### src/rtl/button_conditioner_pkg.sv
// Shared types and button indices for the button conditioner.
package game_pkg;

  typedef enum logic [1:0] {
    IDLE,
    PRESS_WAIT,
    PRESSED,
    RELEASE_WAIT
  } btn_state_t;

  localparam int BTN_UP    = 0;
  localparam int BTN_DOWN  = 1;
  localparam int BTN_RIGHT = 2;
  localparam int BTN_LEFT  = 3;
  localparam int NUM_BTN   = 4;

endpackage

### src/rtl/button_conditioner_if.sv
// Raw button levels in, conditioned move pulses and held levels out.
interface button_conditioner_if;
  logic       btn_up_raw;
  logic       btn_down_raw;
  logic       btn_right_raw;
  logic       btn_left_raw;
  logic       Up;
  logic       Down;
  logic       Right;
  logic       Left;
  logic [3:0] btn_held;

  modport master (
    output btn_up_raw, btn_down_raw, btn_right_raw, btn_left_raw,
    input  Up, Down, Right, Left, btn_held
  );

  modport slave (
    input  btn_up_raw, btn_down_raw, btn_right_raw, btn_left_raw,
    output Up, Down, Right, Left, btn_held
  );
endinterface

### src/rtl/button_conditioner_channel.sv
// One button: 2-flop synchronizer, stable-interval debounce FSM, press one-shot.
module debounce_channel
  import game_pkg::*;
#(
  parameter int DEBOUNCE_CYCLES = 500000,
  parameter int CNT_W           = $clog2(DEBOUNCE_CYCLES)
) (
  input  logic clk,
  input  logic rst_n,
  input  logic i_raw,
  output logic o_pulse,
  output logic o_level
);

  localparam logic [CNT_W-1:0] CNT_MAX = CNT_W'(DEBOUNCE_CYCLES - 1);

  logic             r_sync1, r_sync2;
  logic [CNT_W-1:0] r_cnt;
  logic             r_chan_p;
  btn_state_t       r_state;

  always_ff @(posedge clk or negedge rst_n) begin
    if (!rst_n) begin
      r_sync1  <= 1'b0;
      r_sync2  <= 1'b0;
      r_cnt    <= '0;
      r_chan_p <= 1'b0;
      r_state  <= IDLE;
    end else begin
      r_sync1  <= i_raw;
      r_sync2  <= r_sync1;
      r_chan_p <= 1'b0;
      // Any disagreement during a wait restarts the whole interval.
      case (r_state)
        IDLE: if (r_sync2) begin
          r_state <= PRESS_WAIT;
          r_cnt   <= '0;
        end
        PRESS_WAIT: begin
          if (!r_sync2) begin
            r_state <= IDLE;
            r_cnt   <= '0;
          end else if (r_cnt == CNT_MAX) begin
            r_state  <= PRESSED;
            r_chan_p <= 1'b1;
            r_cnt    <= '0;
          end else begin
            r_cnt <= r_cnt + 1'b1;
          end
        end
        PRESSED: if (!r_sync2) begin
          r_state <= RELEASE_WAIT;
          r_cnt   <= '0;
        end
        RELEASE_WAIT: begin
          if (r_sync2) begin
            r_state <= PRESSED;
            r_cnt   <= '0;
          end else if (r_cnt == CNT_MAX) begin
            r_state <= IDLE;
            r_cnt   <= '0;
          end else begin
            r_cnt <= r_cnt + 1'b1;
          end
        end
        default: begin
          r_state <= IDLE;
          r_cnt   <= '0;
        end
      endcase
    end
  end

  assign o_pulse = r_chan_p;
  assign o_level = (r_state == PRESSED) || (r_state == RELEASE_WAIT);

endmodule

### src/rtl/button_conditioner.sv
// Four debounced button channels with opposing-direction pulse cancellation.
module button_conditioner
  import game_pkg::*;
#(
  parameter int DEBOUNCE_CYCLES = 500000,
  parameter int CNT_W           = $clog2(DEBOUNCE_CYCLES)
) (
  input  logic                 clk,
  input  logic                 rst_n,
  button_conditioner_if.slave  bus
);

  logic [NUM_BTN-1:0] w_raw, w_p, w_level;
  logic               r_up, r_down, r_right, r_left;
  logic [NUM_BTN-1:0] r_held;

  assign w_raw[BTN_UP]    = bus.btn_up_raw;
  assign w_raw[BTN_DOWN]  = bus.btn_down_raw;
  assign w_raw[BTN_RIGHT] = bus.btn_right_raw;
  assign w_raw[BTN_LEFT]  = bus.btn_left_raw;

  for (genvar g = 0; g < NUM_BTN; g++) begin : g_chan
    debounce_channel #(
      .DEBOUNCE_CYCLES (DEBOUNCE_CYCLES),
      .CNT_W           (CNT_W)
    ) u_chan (
      .clk     (clk),
      .rst_n   (rst_n),
      .i_raw   (w_raw[g]),
      .o_pulse (w_p[g]),
      .o_level (w_level[g])
    );
  end

  // Coincident opposing pulses cancel so downstream never sees a contradictory move.
  always_ff @(posedge clk or negedge rst_n) begin
    if (!rst_n) begin
      r_up    <= 1'b0;
      r_down  <= 1'b0;
      r_right <= 1'b0;
      r_left  <= 1'b0;
      r_held  <= '0;
    end else begin
      r_up    <= w_p[BTN_UP]    & ~w_p[BTN_DOWN];
      r_down  <= w_p[BTN_DOWN]  & ~w_p[BTN_UP];
      r_right <= w_p[BTN_RIGHT] & ~w_p[BTN_LEFT];
      r_left  <= w_p[BTN_LEFT]  & ~w_p[BTN_RIGHT];
      r_held  <= w_level;
    end
  end

  assign bus.Up       = r_up;
  assign bus.Down     = r_down;
  assign bus.Right    = r_right;
  assign bus.Left     = r_left;
  assign bus.btn_held = r_held;

endmodule

### src/flat_wrapper.sv
// flat-port wrapper written by rule: the top's interface ports become plain ports
module button_conditioner_flat import game_pkg::*;
#(
  parameter int DEBOUNCE_CYCLES = 500000,
  parameter int CNT_W           = $clog2(DEBOUNCE_CYCLES)
)
  (clk, rst_n, bus_btn_up_raw, bus_btn_down_raw, bus_btn_right_raw, bus_btn_left_raw, bus_Up, bus_Down, bus_Right, bus_Left, bus_btn_held);
  button_conditioner_if bus_i ();
  input  logic clk;
  input  logic rst_n;
  input wire logic [$bits(bus_i.btn_up_raw)-1:0] bus_btn_up_raw;
  input wire logic [$bits(bus_i.btn_down_raw)-1:0] bus_btn_down_raw;
  input wire logic [$bits(bus_i.btn_right_raw)-1:0] bus_btn_right_raw;
  input wire logic [$bits(bus_i.btn_left_raw)-1:0] bus_btn_left_raw;
  output wire logic [$bits(bus_i.Up)-1:0] bus_Up;
  output wire logic [$bits(bus_i.Down)-1:0] bus_Down;
  output wire logic [$bits(bus_i.Right)-1:0] bus_Right;
  output wire logic [$bits(bus_i.Left)-1:0] bus_Left;
  output wire logic [$bits(bus_i.btn_held)-1:0] bus_btn_held;
  assign bus_i.btn_up_raw = bus_btn_up_raw;
  assign bus_i.btn_down_raw = bus_btn_down_raw;
  assign bus_i.btn_right_raw = bus_btn_right_raw;
  assign bus_i.btn_left_raw = bus_btn_left_raw;
  assign bus_Up = bus_i.Up;
  assign bus_Down = bus_i.Down;
  assign bus_Right = bus_i.Right;
  assign bus_Left = bus_i.Left;
  assign bus_btn_held = bus_i.btn_held;
  button_conditioner #(.DEBOUNCE_CYCLES(DEBOUNCE_CYCLES), .CNT_W(CNT_W)) u_core (.clk(clk), .rst_n(rst_n), .bus(bus_i));
endmodule
### config.mk
export PLATFORM = sky130hd
export DESIGN_NAME = button_conditioner_flat
export DESIGN_NICKNAME = d
export VERILOG_FILES = /design/src/rtl/button_conditioner_pkg.sv /design/src/rtl/button_conditioner_if.sv /design/src/rtl/button_conditioner_channel.sv /design/src/rtl/button_conditioner.sv /design/src/flat_wrapper.sv
export SDC_FILE = /design/constraint.sdc
export NUM_CORES = 1
export LEC_CHECK = 0
export BUFFER_PORTS_ARGS = -buffer_cell sky130_fd_sc_hd__buf_2
export CAP_MARGIN = 20
export CELL_PAD_IN_SITES_DETAIL_PLACEMENT = 2
export CELL_PAD_IN_SITES_GLOBAL_PLACEMENT = 2
export CORE_MARGIN = 3
export CORE_UTILIZATION = 40
export DETAILED_ROUTE_END_ITERATION = 16
export PLACE_DENSITY = 0.91
export SLEW_MARGIN = 20
export SYNTH_ARGS = -nofsm -noshare
export SYNTH_HDL_FRONTEND = slang
export SYNTH_SLANG_ARGS = --single-unit
### constraint.sdc
create_clock -name clk -period 2.2 [get_ports clk]
set_clock_uncertainty 0.1 [all_clocks]
set_input_delay 0.33 -clock clk [delete_from_list [all_inputs] [get_ports clk]]
set_output_delay 0.33 -clock clk [all_outputs]
set_load 0.03 [all_outputs]
# Word-level counts from Yosys, hierarchy flattened
# Cells that the tools add are included.
# totals
reg_bits	104
latch_bits	0
mem_bits_rw	0
rom_bits	0
inputBits	6
out_inout_bits	8
memories	0
# op_classes
addsub	4
multipliers	0
div_mod_pow	0
order_cmp	0
n_eq_ne	32
shift	0
mux	64
bitwise	8
n_reduce_logical	16
# ops
cell	n
19-bit 2-to-1 mux	20
19-bit one-hot mux with 4 select lines	4
19-bit by 1-bit adder with 19-bit output, second input constant	4
19-bit == test, second input constant	4
2-bit 2-to-1 mux	24
2-bit one-hot mux with 4 select lines	4
3-bit inequality test, second input constant	8
2-bit == test, second input constant	8
2-bit inequality test, second input constant	8
4-bit AND reduction	4
1-bit 2-to-1 mux	12
2-bit by 1-bit == test with 1-bit output, second input constant	4
2-bit logical NOT	4
2-bit AND reduction	4
1-bit bitwise AND	4
1-bit logical OR	4
1-bit NOT	4

# Logic depth before layout (Yosys ltp)
# Gate-level depths: netlist (run 1).
# depth
ltp_word	4
depth_mapped	7
depth_no_buf	6

# By module
# A second synthesis (run 1) with hierarchy kept.
# unflattened
hier_cells	561
hier_area_um2	5375.2
# by_module_without_submodules
module	instances	cells_each	area_per_inst_um2	seq_area_each_um2
debounce_channel at u_core.g_chan[0].u_chan ...	3	141	1293.7	600.6
debounce_channel at u_core.g_chan[3].u_chan	1	126	1258.7	600.6
button_conditioner	1	12	235.2	200.2

# Worst setup path before layout (run 1)
# OpenSTA, ideal clock, no wires.
# synth_timing
path_kind	reg-to-reg
start	register u_core.g_chan[0].u_chan.r_cnt[0]
end	register u_core.g_chan[0].u_chan.r_cnt[18]
arrival_time_ns	1.792
setup_slack_ns	0.244
path_stages_with_launch	7
n_path_buf	0
period_less_slack_ns	1.956
cell_sequence	dfrtp_1 -> ha_1 -> nand4_2 -> or4_1 -> or3_1 -> nand2_1 -> a22o_2
# synth_between
elab_chain_cells	4
word_cells_on_any_way	6
cone_classes	add/sub (1); eq/ne (1); mux (4)
# synth_lines
item	line_no	text
start: declaration	button_conditioner_channel.sv:18	logic [CNT_W-1:0] r_cnt;
start signal: assignment	button_conditioner_channel.sv:48	r_cnt <= r_cnt + 1'b1;
start signal: assignment	button_conditioner_channel.sv:63	r_cnt <= r_cnt + 1'b1;
19-bit by 1-bit adder with 19-bit output or 19-bit == test (tied branches)	n/a	
19-bit 2-to-1 mux (*)	button_conditioner_channel.sv:43, button_conditioner_channel.sv:59	
19-bit 2-to-1 mux (on tied branches)	button_conditioner_channel.sv:56, button_conditioner_channel.sv:40	
19-bit one-hot mux with 4 select lines (*)	button_conditioner_channel.sv:34	case (r_state)
# Mark *: on every way between the ends. The rest lies on a longest branch, timed or not.
# A chain may end at the register's enable or synchronous reset.

# Worst setup path in the final report (run 1)
# layout_timing
start	register u_core.g_chan[2].u_chan.r_cnt[1]
end	register u_core.g_chan[2].u_chan.r_cnt[16]
# layout_between
elab_chain_cells	4
word_cells_on_any_way	6
cone_classes	add/sub (1); eq/ne (1); mux (4)
# layout_lines
item	line_no
start: declaration	button_conditioner_channel.sv:18
start signal: assignment	button_conditioner_channel.sv:48
start signal: assignment	button_conditioner_channel.sv:63
19-bit by 1-bit adder with 19-bit output or 19-bit == test (tied branches)	n/a
19-bit 2-to-1 mux (*)	button_conditioner_channel.sv:43, button_conditioner_channel.sv:59
19-bit 2-to-1 mux (on tied branches)	button_conditioner_channel.sv:56, button_conditioner_channel.sv:40
19-bit one-hot mux with 4 select lines (*)	button_conditioner_channel.sv:34
# Marks and branches as above.

==> impl_results.md, run 1 <==
- Post-synthesis register bit count: roughly 100
- CP endpoint kind: flip-flop
- Period utilization: between 90% and 100%
- Crit Path Class: flip-flop to flip-flop
- Met3 usage: 5.781%
- Post-synth cell types: 50
- Total Power: approximately 6.1 mW
- First-pass GRT wire length: 29.37 mm
- F_max: 462.5 MHz
- Clk pwr share: 28.8%
- Max rail drop VDD: 0.7747 mV
- Fin. max-slew vios: 0
- Met2 usage: 44.56%
- Vias in the first global route: 5450
- First-pass DRT Iterations: 4
- Top_reg_cell synth: dfrtp_1
- Combinational Power Share: 33.2%
- Hold Fails Final Rpt: 0
- Power Internal: 3.803 mW
- M1 GR Usage: 30.59%
- Residual DRC: 0
- Post-synth EDFFs: 0
- Diodes inserted: 0
- Crit path DAT: between 2000 and 2500 ps
- Total GRT Usage: 25.42%
- Clk root buf: clkbuf_16
- Post-route antenna net violation count: 0
- Initial core utilization: approximately two fifths
- Post-synthesis sequential area ratio: between 40 and 50%
- Synth Warn #: 0
- Storage element area: 0.002605 sq mm
- Relative slew slack: 50.86%
- Worst-skew pair later-pin latency: 360 ps
- GP Congestion: 0.7992
- Core outline area: 0.01277 sq mm
- Crit-path max cell delay: 460 ps
- Worst-margin pin slew: 736.3 ps
- Leak Pwr: 2.669 nW
- Grt total ovfl: 0
- Worst min path class: input port to flip-flop
- Port Buffers: 13
- Iteration-0 DRC Markers: approximately 350
- Largest net degree at the start of global routing: 39
- Crit path top cell by count: or3_1
- Synth async-reset ratio: 100.0%
- Row Count: 41
- Most used routing layer: met2
- Worst path buffer plus inverter count: 1
- Number of max-cap violations: 0
- Nets: 628
- Post-DP HPWL: around 12 mm
- Width of the die: 121.2 um
- H-tree lvl count: 3
- Area growth, synth to finish: 17.09%
- CTS tree: yes
- Startpoint types: flip-flop
- RSZ-0062 raised after global routing: true
- Max clock buf depth: 2
- Antenna violations before repair: 0
- Fill cell count: 1352
- Die Height: 121.2 um
- Vias/cell: between 6 and 7
- Crit path max-delay family: simple AND/OR/NAND/NOR gates
- Vias: 4845
- Ratio of cells with drive above 1 in the final layout: 15.89%
- Final setup vio count: 0
- WHS: 20.92 ps
- Sequential Power Share: 38.0%
- Syn Inst Count: 578
- TritonCTS Buffers: 9
- Avg Cell Area, Syn: 9.183 sq um
- Crit path cell chain: ha_4 -> and4_1 -> buf_4 -> nand2_1 -> or3_1 -> or3_1 -> o21ai_0
- Run status: finished, final reports clean
- Critical path fanouts, max: 5
- Slowest-stage cell, CP: dfrtp_1
- Area of the multi-input gates: 0.002597 sq mm
- DIE AREA: 0.01469 sq mm
- WL/cell: between 20 and 25 um
- Net Sw Power: 2.299 mW
- Pwr/cell area: between 900 and 1000 mW/mm^2
- CTS sink cnt: 104
- Clk pin slew, worst setup/hold paths: 70 ps
- Sw frac: between 30% and 40%
- I/O pins: 14
- Final critical-path required period: 2162 ps
- Post-Syn Area: 0.005308 sq mm
- Routed WL: 18.65 mm
- Post-Syn Nets: slightly below 600
- Worst Path Required: approximately 2400 ps
[repair_timing]
item	4_1_cts	5_1_grt
hold buffers	4	0
gates resized for setup	7	16
setup endpoints to repair	25	30
buffers inserted	1	11
pin swaps	0	2
hold endpoints to repair	37	0
[cell usage after synthesis, types with 2 or more instances]
cell type / number / area (sq um)
o211ai_1: 3 / 22.52
buf_4: 2 / 15.01
dfrtp_1: 104 / 2603
o2bb2ai_1: 3 / 26.28
nor2b_1: 5 / 31.28
mux2_2: 3 / 33.78
and4_1: 7 / 61.31
buf_2: 9 / 45.04
nand4_1: 23 / 143.9
a221o_1: 2 / 20.02
nor4b_1: 4 / 35.03
or4_1: 5 / 37.54
clkbuf_1: 10 / 37.54
nand2_1: 63 / 236.5
nor3b_1: 5 / 37.54
and3_1: 9 / 56.30
nor3_1: 12 / 60.06
nand3_1: 49 / 245.2
or3_1: 22 / 137.6
inv_1: 19 / 71.32
nand2b_1: 2 / 12.51
nor2_1: 37 / 138.9
ha_1: 4 / 50.05
o21a_1: 3 / 22.52
a22o_1: 11 / 96.34
xor2_1: 4 / 35.03
o21ai_0: 43 / 215.2
or2_2: 9 / 56.30
a21o_1: 10 / 75.07
nor4_1: 7 / 43.79
o31a_1: 2 / 17.52
a31oi_1: 6 / 37.54
and2_1: 12 / 75.07
mux2i_1: 10 / 100.1
a21oi_1: 44 / 220.2
[per-layer routing]
layer,share of wire (%),vias up
met5,0,-
met3,3.0,31
met2,53,93
li1,-,2181
met1,42,2540
met4,2.2,0
[sequential cells by signal, indices dropped and copies added (netlist names), named ones only]
name                          count
u_core.bus.Down                   1
u_core.bus.Left                   1
u_core.bus.Right                  1
u_core.bus.Up                     1
u_core.bus.btn_held               4
u_core.g_chan.u_chan.o_pulse      4
u_core.g_chan.u_chan.r_cnt       76
u_core.g_chan.u_chan.r_state      4
u_core.g_chan.u_chan.r_sync1      4
u_core.g_chan.u_chan.r_sync2      4
[cells in the final DEF, fill, tap and decap left out, types with 3 or more instances in the layout]
master         Yosys  layout
a21o_1            10       9
nor4b_1            4       3
buf_12             0       3
or2_2              9       9
xor2_1             4       3
inv_1             19      19
mux2_2             3       3
o21ai_0           43      42
and2_1            12      12
and3_1             9       9
buf_4              2      32
dlygate4sd3_1      0       4
o2bb2ai_1          3       3
and4_1             7       7
or3_1             22      22
nor3b_1            5       5
nor3_1            12      11
nor2_1            37      33
nand2_1           63      63
clkbuf_16          0       9
or4_1              5       4
mux2i_1           10      10
a22o_1            11      11
nor2_2             0       4
nand3_1           49      48
a21oi_1           44      44
nor2b_1            5       5
nand4_1           23      23
nor4_1             7       7
buf_2              9      12
a31oi_1            6       6
o211ai_1           3       3
dfrtp_1          104     102
[cells by family (layout without fill, tap and decap cells)]
family	Yosys count	after routing	share of synthesized area [%]
XOR/XNOR	4	4	0.6600
flip-flops	104	104	49.03
multiplexers	13	13	2.522
buffers and inverters	42	87	3.654
AO/OA/AOI/OAI	133	133	15.11
AND/OR/NAND/NOR	278	278	28.08
adder cells (fa/ha/maj)	4	4	0.9430
[path summary, 6_finish.rpt]
path	cells after the start	slack, ps	end	from
max	7	40	u_core.g_chan[2].u_chan.r_cnt[16]$_DFFE_PN0P_	u_core.g_chan[2].u_chan.r_cnt[1]$_DFFE_PN0P_
min	1	20	u_core.g_chan[0].u_chan.r_sync1$_DFF_PN0_	bus_btn_up_raw
max reg2reg	7	40	u_core.g_chan[2].u_chan.r_cnt[16]$_DFFE_PN0P_	u_core.g_chan[2].u_chan.r_cnt[1]$_DFFE_PN0P_
min reg2reg	0	250	u_core.g_chan[1].u_chan.r_sync2$_DFF_PN0_	u_core.g_chan[1].u_chan.r_sync1$_DFF_PN0_
max in group asynchronous	3	960	u_core.g_chan[2].u_chan.r_cnt[0]$_DFFE_PN0P_	rst_n
min in group asynchronous	2	410	u_core.g_chan[3].u_chan.r_cnt[9]$_DFFE_PN0P_	rst_n
[layout make-up]
cell class | instances | share of cell area, %
sequential | 104 | 41.92
multi-input combinational | 432 | 41.80
timing repair buffer | 52 | 6.624
clock buffer | 11 | 3.745
tap | 172 | 3.463
clock inverter | 5 | 1.309
inverter | 19 | 1.148
[power by group through the flow]
stage	combinational (mW)	sequential, mW	clock, mW
floorplan	1.09	2.31	0
global placement	1.58	2.29	0
detailed placement	1.73	2.32	0
CTS	1.82	2.29	1.79
global route	2.21	2.34	1.87
finish	2.03	2.32	1.76
[through the flow]
stage          util, %  worst slack, ps  setup TNS [ps]  cell area, sq um  cells
2_1_floorplan        -            244.3               0              5308    578
3_3_place_gp     44.35            159.2               0              5665    763
3_5_place_dp     44.35           -81.12          -535.3              5665    763
4_1_cts          47.38            12.37               0              6052    784
5_1_grt          48.65           -55.05          -214.2              6215    795
6_report         48.65            37.65               0              6215    795
(Power assumes the default switching activity.)
==> run 2, diff against run 1 <==
--- a/config.mk
+++ b/config.mk
@@ -10,10 +10,11 @@
 export CELL_PAD_IN_SITES_DETAIL_PLACEMENT = 2
 export CELL_PAD_IN_SITES_GLOBAL_PLACEMENT = 2
 export CORE_MARGIN = 3
-export CORE_UTILIZATION = 40
+export CORE_UTILIZATION = 44
 export DETAILED_ROUTE_END_ITERATION = 16
-export PLACE_DENSITY = 0.91
+export PLACE_DENSITY = 0.95
 export SLEW_MARGIN = 20
 export SYNTH_ARGS = -nofsm -noshare
 export SYNTH_HDL_FRONTEND = slang
+export SYNTH_HIERARCHICAL = 1
 export SYNTH_SLANG_ARGS = --single-unit
==> constraint.sdc (replaced) <==
create_clock -name clk -period 2.7 [get_ports clk]
set_clock_uncertainty 0.1 [all_clocks]
set_input_delay 0.405 -clock clk [delete_from_list [all_inputs] [get_ports clk]]
set_output_delay 0.405 -clock clk [all_outputs]
set_load 0.03 [all_outputs]
==> impl_results.md, run 2 <==
- Diodes inserted: 0 (unchanged)
- Stages on worst setup path: 5 (-2)
- Worst Path Required: 2860 ps (+500 ps)
- Final Instance Area: 0.005942 sq mm (-4.4%)
- Crit path max-delay family: simple AND/OR/NAND/NOR gates
- Pwr/cell area: 827.6 mW/mm^2 (-16%)
- Startpoint types: flip-flop
- Crit Path Class: flip-flop to flip-flop
- Period utilization: 96.71% (-1.6 points)
- Worst path buffer plus inverter count: 0 (-1)
- R2R Path Start: u_core/g_chan[3].u_chan/r_cnt[6]$_DFFE_PN0P_
- Synth area leaders: dfrtp_1 (48%), nand3_1 (4.6%), nand2_1 (4.3%), a21oi_1 (3.7%), o21ai_0 (3.6%)
- CTS sink cnt: 104 (unchanged)
- GP Congestion: 0.8065 (+0.91%)
- Clk pwr share: 27.9% (-0.9 points)
- Run status: finished, final reports clean
- First-pass DRT Iterations: 4 (unchanged)
- Max rail drop VDD: 0.4981 mV (-36%)
- Post-Syn Area: 0.005375 sq mm (+1.3%)
- Max clock buf depth: 2 (unchanged)
- Worst r2r path cells: 5 (-2)
- Avg Cell Area, Syn: 9.581 sq um (+4.3%)
- Port Buffers: 13 (unchanged)
- H-tree lvl count: 3 (unchanged)
- Core outline area: 0.01166 sq mm (-8.7%)
- Critical path fanouts, max: 6 (+1)
- Flop2flop setup slack: 90 ps (+50 ps)
- Fin. max-slew vios: 0 (unchanged)
- CP endpoint kind: flip-flop
- Largest net degree at the start of global routing: 52 (+33%)
- Post-route antenna net violation count: 0 (unchanged)
- Net Sw Power: 1.959 mW (-15%)
- First-pass GRT wire length: 30.52 mm (+3.9%)
- Top cells by count, synth: dfrtp_1 (104), nand2_1 (62), nand3_1 (49)
- Post-Syn Nets: 571 (-2.9%)
- Iteration-0 DRC Markers: 297 (-14%)
- TritonCTS Buffers: 9 (unchanged)
- Largest Register: u_core/g_chan.u_chan/r_cnt
- Row Count: 39 (-4.9%)
- Crit-path max cell delay: 570 ps (+110 ps)
- Top_reg_cell synth: dfrtp_1
- Residual DRC: 0 (unchanged)
- Hold Fails Final Rpt: 0 (unchanged)
- Worst-skew pair later-pin latency: 370 ps (about the same)
- Relative slew slack: 47.07% (-3.8 points)
- Post-synthesis sequential area ratio: 48.42% (-0.62 points)
- Total GRT Usage: 29.57% (+4.1 points)
- Post-DP HPWL: 11.53 mm (-2.3%)
- Most frequent cells in the layout: dfrtp_1 (104), nand2_1 (62), nand3_1 (49)
- Slowest-stage cell, CP: or4_1
- Setup bufs post-CTS: 0 (-1)
- Clk pin slew, worst setup/hold paths: 80 ps (about the same)
- Grt total ovfl: 0 (unchanged)
- WHS: 40.15 ps (+19.23 ps)
- Placed Area: 0.005615 sq mm (-0.88%)
- Leak Pwr: 2.492 nW (-6.6%)
- Final setup vio count: 0 (unchanged)
- Ratio of cells with drive above 1 in the final layout: 13.38% (-2.5 points)
- Clk root buf: clkbuf_16
- Post-synth top area share: 48.42% (-0.62 points)
- F_max: 383.0 MHz (-17%)
- Sw frac: 39.85% (+2.2 points)
- Number of max-cap violations: 0 (unchanged)
- Setup WS pre-CTS: 63.37 ps (+144.5 ps)
- Synth async-reset ratio: 100.0% (unchanged)
- Max FFs per register: 76 (unchanged)
- Crit path DAT: 2770 ps (+450 ps)
- Antenna violations before repair: 0 (unchanged)
- Area growth, synth to finish: 10.54%
- Vias/cell: 6.496 (+6.6%)
- Most numerous cell in the Yosys netlist: dfrtp_1
- Commonest non-fill, non-tap cell in the layout: dfrtp_1
- Routed WL: 18.58 mm (-0.36%)
- I/O pins: 14 (unchanged)
- Vias: 4716 (-2.7%)
- DIE AREA: 0.01358 sq mm (-7.6%)
- CTS tree: yes
- Worst-margin pin slew: 791.1 ps (+54.81 ps)
- Worst setup margin: 88.92 ps (+51.27 ps)
- Worst setup path start: u_core/g_chan[3].u_chan/r_cnt[6]$_DFFE_PN0P_
- Final critical-path required period: 2611 ps (+448.7 ps)
- Sequential Power Share: 39.2% (+1.2 points)
- Post-synth top area cell: dfrtp_1
- Vias in the first global route: 5462 (+0.22%)
- Width of the die: 116.5 um (-3.8%)
- Combinational Power Share: 32.9% (-0.3 points)
- Crit path cell chain: or4_1 -> nor4b_2 -> nor4b_4 -> o21ai_2 -> mux2_4
- Synth Warn #: 6 (+6)
- Power Internal: 2.958 mW (-22%)
- Die Height: 116.5 um (-3.8%)
- Syn Inst Count: 561 (-2.9%)
- Post-synthesis register bit count: 104 (unchanged)
- Post-synth cell types: 54 (+8.0%)
- Worst min path class: input port to flip-flop
- Setup TNS: 0 ps (unchanged)
- WL/cell: 25.60 um (+9.1%)
- Fill cell count: 1204 (-11%)
- Initial core utilization: 46.09% (+4.5 points)
- RSZ-0062 raised after global routing: false
- Post-synth EDFFs: 0 (unchanged)
- Nets: 588 (-6.4%)
## run 2: cell types whose count changed in the layout (fill, tap and decap cells not counted), moves of 7 or more
cell,change
and2_1,-11
nor3_1,+7
buf_4,-16
nor2_1,-12
nand4_1,-7
## run 2: worst register-to-register path: cells and delay by family, from the launching register on
family	cells	cell delay (ps)
flops	1	460
compound gates	1	110
mux	1	300
simple gates	3	1520
## run 2: cell type report
| type | count | area, sq um | share of cell area (%) |
|---|---|---|---|
| Inverter | 22 | 82.58 | 1.390 |
| Clock buffer | 10 | 229.0 | 3.853 |
| Multi-Input combinational cell | 411 | 2571 | 43.27 |
| Tap cell | 143 | 178.9 | 3.011 |
| Timing Repair Buffer | 30 | 210.2 | 3.538 |
| Sequential cell | 104 | 2603 | 43.80 |
| Clock inverter | 6 | 67.56 | 1.137 |
## run 2: metal layers
metal	vias to the layer above	part of all wire [%]	wire length (um)	track usage, %
met4	0	2.3	428	9.977
met5	-	0	0	0
met3	37	4.1	756	7.565
li1	2091	-	-	-
met1	2468	40	7497	34.81
met2	120	53	9902	52.44
## run 2: power groups by stage
stage / Clock (mW) / Sequential, mW / Combinational, mW
6_report: 1.37 / 1.93 / 1.62
5_1_grt: 1.47 / 1.95 / 1.76
4_1_cts: 1.41 / 1.92 / 1.61
3_5_place_dp: 0 / 1.93 / 1.54
3_3_place_gp: 0 / 1.89 / 1.39
2_1_floorplan: 0 / 1.92 / 1.03
## run 2: worst min-delay path by stage
stage,from,end,slack (ps),depth (start not counted)
after global placement,rst_n,u_core/g_chan[3].u_chan/r_cnt[15]$_DFFE_PN0P_,220,1
after CTS,bus_btn_down_raw,u_core/g_chan[1].u_chan/r_sync1$_DFF_PN0_,30,1
final,bus_btn_down_raw,u_core/g_chan[1].u_chan/r_sync1$_DFF_PN0_,40,1
after floorplan,rst_n,u_core/bus.Down$_DFF_PN0_,9,0
after global routing,bus_btn_down_raw,u_core/g_chan[1].u_chan/r_sync1$_DFF_PN0_,20,1
after detailed placement,rst_n,u_core/g_chan[3].u_chan/r_cnt[15]$_DFFE_PN0P_,230,1
## run 2: stage by stage
stage | total power, mW | cells | utilization [%]
global route | 5.189 | 726 | 50.95
global placement | 3.285 | 709 | 48.15
CTS | 4.936 | 726 | 50.84
floorplan | 2.955 | 561 | -
finish | 4.917 | 726 | 50.95
detailed placement | 3.472 | 709 | 48.15
## run 2: logic make-up (layout without fill, tap and decap cells)
kind of cell	after synthesis	after routing	share of synthesized area, %
compound gates	133	133	15.25
xor+xnor	11	11	1.792
fa+ha+maj	4	4	0.9311
buf+inv	46	68	4.190
flops	104	104	48.42
mux	14	14	2.723
simple gates	249	249	26.70
## run 2: repair_timing
item                                   4_1_cts  5_1_grt
hold buffers                                 1        0
setup endpoints to repair                    5        3
gates resized for setup                      1        2
endpoints found under the hold margin       19        0
==> run 3, diff against run 2 <==
--- a/config.mk
+++ b/config.mk
@@ -5,14 +5,15 @@
 export SDC_FILE = /design/constraint.sdc
 export NUM_CORES = 1
 export LEC_CHECK = 0
+export ABC_AREA = 1
 export BUFFER_PORTS_ARGS = -buffer_cell sky130_fd_sc_hd__buf_2
-export CAP_MARGIN = 20
 export CELL_PAD_IN_SITES_DETAIL_PLACEMENT = 2
 export CELL_PAD_IN_SITES_GLOBAL_PLACEMENT = 2
 export CORE_MARGIN = 3
-export CORE_UTILIZATION = 44
+export CORE_UTILIZATION = 39
 export DETAILED_ROUTE_END_ITERATION = 16
 export PLACE_DENSITY = 0.95
+export SETUP_SLACK_MARGIN = 0.3
 export SLEW_MARGIN = 20
 export SYNTH_ARGS = -nofsm -noshare
 export SYNTH_HDL_FRONTEND = slang
==> impl_results.md, run 3 <==
- Post-Syn Area: 0.006146 sq mm (+14%)
- Fin. max-slew vios: 0 (unchanged)
- Commonest non-fill, non-tap cell in the layout: nand2_1
- CTS sink cnt: 104 (unchanged)
- Max rail drop VDD: 0.4738 mV (-4.9%)
- Run status: finished, final reports clean
- Post-synth top area share: 42.35% (-6.1 points)
- Hold Fails Final Rpt: 0 (unchanged)
- Vias/cell: 5.423 (-17%)
- F_max: 458.2 MHz (+20%)
- Post-Syn Nets: 874 (+53%)
- Clk root buf: clkbuf_16
- Worst r2r path cells: 10 (+5)
- Worst-skew pair later-pin latency: 360 ps (about the same)
- Area growth, synth to finish: 8.774%
- Final setup vio count: 0 (unchanged)
- Relative slew slack: 62.12% (+15 points)
- Final Instance Area: 0.006685 sq mm (+13%)
- Compound-cell area share of the yosys netlist: 6.270% (-9.0 points)
- Synth async-reset ratio: 100.0% (unchanged)
- Mux contribution to synthesized area: 0% (-2.7 points)
- Pwr/cell area: 700.6 mW/mm^2 (-15%)
- Width of the die: 131.5 um (+13%)
- Period utilization: 80.84% (-16 points)
- Top cells by count, synth: nand2_1 (263), nor2_1 (115), inv_1 (110)
- Syn Inst Count: 864 (+54%)
- Worst setup margin: 517.4 ps (+428.5 ps)
- GP Congestion: 0.8318 (+3.1%)
- Worst Path Required: 2840 ps (-20 ps)
- Die Height: 131.5 um (+13%)
- Simple-gate share of the synthesized area: 38.31% (+12 points)
- I/O pins: 14 (unchanged)
- Startpoint types: flip-flop
- TritonCTS Buffers: 9 (unchanged)
- DIE AREA: 0.01730 sq mm (+27%)
- Nets: 886 (+51%)
- Number of max-cap violations: 0 (unchanged)
- RR Endpoint: u_core/g_chan[2].u_chan/r_cnt[6]$_DFFE_PN0P_
- Grt total ovfl: 0 (unchanged)
- Crit Path Class: flip-flop to flip-flop
- Antenna violations before repair: 0 (unchanged)
- Largest family of logic cells by synthesized area: simple AND/OR/NAND/NOR gates
- Placed insts: 1075 (+52%)
- Crit path DAT: 2320 ps (-450 ps)
- Final critical-path required period: 2183 ps (-428.5 ps)
- Sequential Power Share: 41.4% (+2.2 points)
- Post-synthesis register bit count: 104 (unchanged)
- Setup TNS: 0 ps (unchanged)
- Post-CTS sizing: 0 (-1)
- Synth area leaders: dfrtp_1 (42%), nand2_1 (16%), nand3_1 (7.2%), nor2_1 (7.0%), inv_1 (6.7%)
- H-tree lvl count: 3 (unchanged)
- Post-Synth XOR/XNOR Area: 3.624% (+1.8 points)
- Post-synth EDFFs: 0 (unchanged)
- Post-synth cell types: 31 (-43%)
- Row Count: 45 (+15%)
- Hold Startpoint: bus_btn_left_raw
- Ratio of cells with drive above 1 in the final layout: 7.614% (-5.8 points)
- Largest Register: u_core/g_chan.u_chan/r_cnt
- Post-DP HPWL: 16.37 mm (+42%)
- Fill cell count: 1821 (+51%)
- Initial core utilization: 40.13% (-6.0 points)
- Net Sw Power: 1.902 mW (-2.9%)
- Port Buffers: 13 (unchanged)
- Max FFs per register: 76 (unchanged)
- Hold path depth: 1 (unchanged)
- Worst Hold End: u_core/g_chan[3].u_chan/r_sync1$_DFF_PN0_
- Combinational Power Share: 29.9% (-3.0 points)
- Post-synthesis sequential area ratio: 42.35% (-6.1 points)
- WL/cell: 19.87 um (-22%)
- Placed Area: 0.006395 sq mm (+14%)
- R2R Path Start: u_core/g_chan[2].u_chan/r_cnt[0]$_DFFE_PN0P_
- First-pass GRT wire length: 35.94 mm (+18%)
- Setup WS pre-CTS: 603.7 ps (+540.3 ps)
- Most frequent cells in the layout: nand2_1 (263), nor2_1 (115), inv_1 (110)
- Iteration-0 DRC Markers: 299 (+0.67%)
- First-pass DRT Iterations: 4 (unchanged)
- WHS: 43.31 ps (+3.157 ps)
- Post-route antenna net violation count: 0 (unchanged)
- Setup bufs post-CTS: 0 (unchanged)
- Core outline area: 0.01531 sq mm (+31%)
- Flop2flop setup slack: 520 ps (+430 ps)
- Post-synth top area cell: dfrtp_1
- Vias: 5916 (+25%)
- Residual DRC: 0 (unchanged)
- Worst min path class: input port to flip-flop
- Synth Warn #: 6 (unchanged)
- Avg Cell Area, Syn: 7.113 sq um (-26%)
- Power Internal: 2.781 mW (-6.0%)
- Worst-margin pin slew: 567.5 ps (-223.5 ps)
- Vias in the first global route: 6710 (+23%)
- Leak Pwr: 3.003 nW (+20%)
- Routed WL: 21.67 mm (+17%)
- CTS tree: yes
- Sw frac: 40.62% (+0.77 points)
- CP endpoint kind: flip-flop
- Most numerous cell in the Yosys netlist: nand2_1
- Clk pwr share: 28.7% (+0.8 points)
- Finished Layout Cells: 1091 (+50%)
- Diodes inserted: 0 (unchanged)
- Largest net degree at the start of global routing: 56 (+7.7%)
- Top_reg_cell synth: dfrtp_1
- Total GRT Usage: 25.70% (-3.9 points)
- Clk pin slew, worst setup/hold paths: 80 ps (about the same)
- RSZ-0062 raised after global routing: false
- Critical path fanouts, max: 7 (+1)
- Synth Area in Adders: 0.8143% (-0.12 points)
- Max clock buf depth: 2 (unchanged)
-- run 3: layer usage --
layer  vias up  track usage (%)  part of all wire [%]
li1       2750                -                     -
met1      3046            30.64                    43
met2        84            46.99                    53
met3        36            4.556                   2.2
met4         0            7.818                   2.4
met5         -                0                     0
-- run 3: timing repair --
action                                  CTS  global route
endpoints found under the hold margin    26             0
endpoints found under the setup margin    0             0
hold buffers                              1             0
-- run 3: cell families after synthesis --
logic type,after synthesis
adder cells (fa/ha/maj),4
buffers and inverters,127
AO/OA/AOI/OAI,68
flip-flops,104
AND/OR/NAND/NOR,539
XOR/XNOR,22
-- run 3: worst max path at each step --
stage | from | endpoint | slack, ps | depth (start not counted)
floorplan | u_core/g_chan[0].u_chan/r_cnt[0]$_DFFE_PN0P_ | u_core/g_chan[0].u_chan/r_cnt[17]$_DFFE_PN0P_ | 1170 | 8
global placement | u_core/g_chan[3].u_chan/r_cnt[1]$_DFFE_PN0P_ | u_core/g_chan[3].u_chan/r_cnt[3]$_DFFE_PN0P_ | 860 | 8
CTS | u_core/g_chan[2].u_chan/r_cnt[0]$_DFFE_PN0P_ | u_core/g_chan[2].u_chan/r_cnt[6]$_DFFE_PN0P_ | 560 | 10
global route | u_core/g_chan[2].u_chan/r_cnt[0]$_DFFE_PN0P_ | u_core/g_chan[2].u_chan/r_cnt[6]$_DFFE_PN0P_ | 430 | 10
detailed placement | u_core/g_chan[2].u_chan/r_cnt[0]$_DFFE_PN0P_ | u_core/g_chan[2].u_chan/r_cnt[6]$_DFFE_PN0P_ | 600 | 10
finish | u_core/g_chan[2].u_chan/r_cnt[0]$_DFFE_PN0P_ | u_core/g_chan[2].u_chan/r_cnt[6]$_DFFE_PN0P_ | 520 | 10
-- run 3: power groups by stage --
stage                     Sequential [mW]  Clock [mW]  Combinational (mW)
final                                1.94        1.34                1.40
after global routing                 1.96        1.46                1.54
after CTS                            1.94        1.38                1.40
after detailed placement             1.96           0                1.38
after global placement               1.92           0                1.26
after floorplan                      1.94           0               0.963
-- run 3: layout make-up --
cell class                 count  area (sq um)  share of cell area (%)
timing repair buffer          16         105.1                   1.572
multi-input combinational    633          3013                   45.07
inverter                     112         420.4                   6.289
clock buffer                  12         236.5                   3.537
clock inverter                 3         43.79                  0.6551
tap                          211         264.0                   3.949
sequential                   104          2603                   38.93
-- run 3: metrics by stage --
step,utilization [%],total power [mW]
floorplan,-,2.908
global placement,41.76,3.180
detailed placement,41.76,3.342
CTS,43.65,4.718
global route,43.65,4.967
finish,43.65,4.684
-- run 3: critical path, stage by stage, from the launching register on --
cell	delay, ps
dfrtp_1	450
ha_1	300
nand2_1	120
nor2_2	230
inv_1	80
nor2_1	110
nand2_1	110
nand2_2	210
nand2_1	120
inv_1	130
nor2_1	90
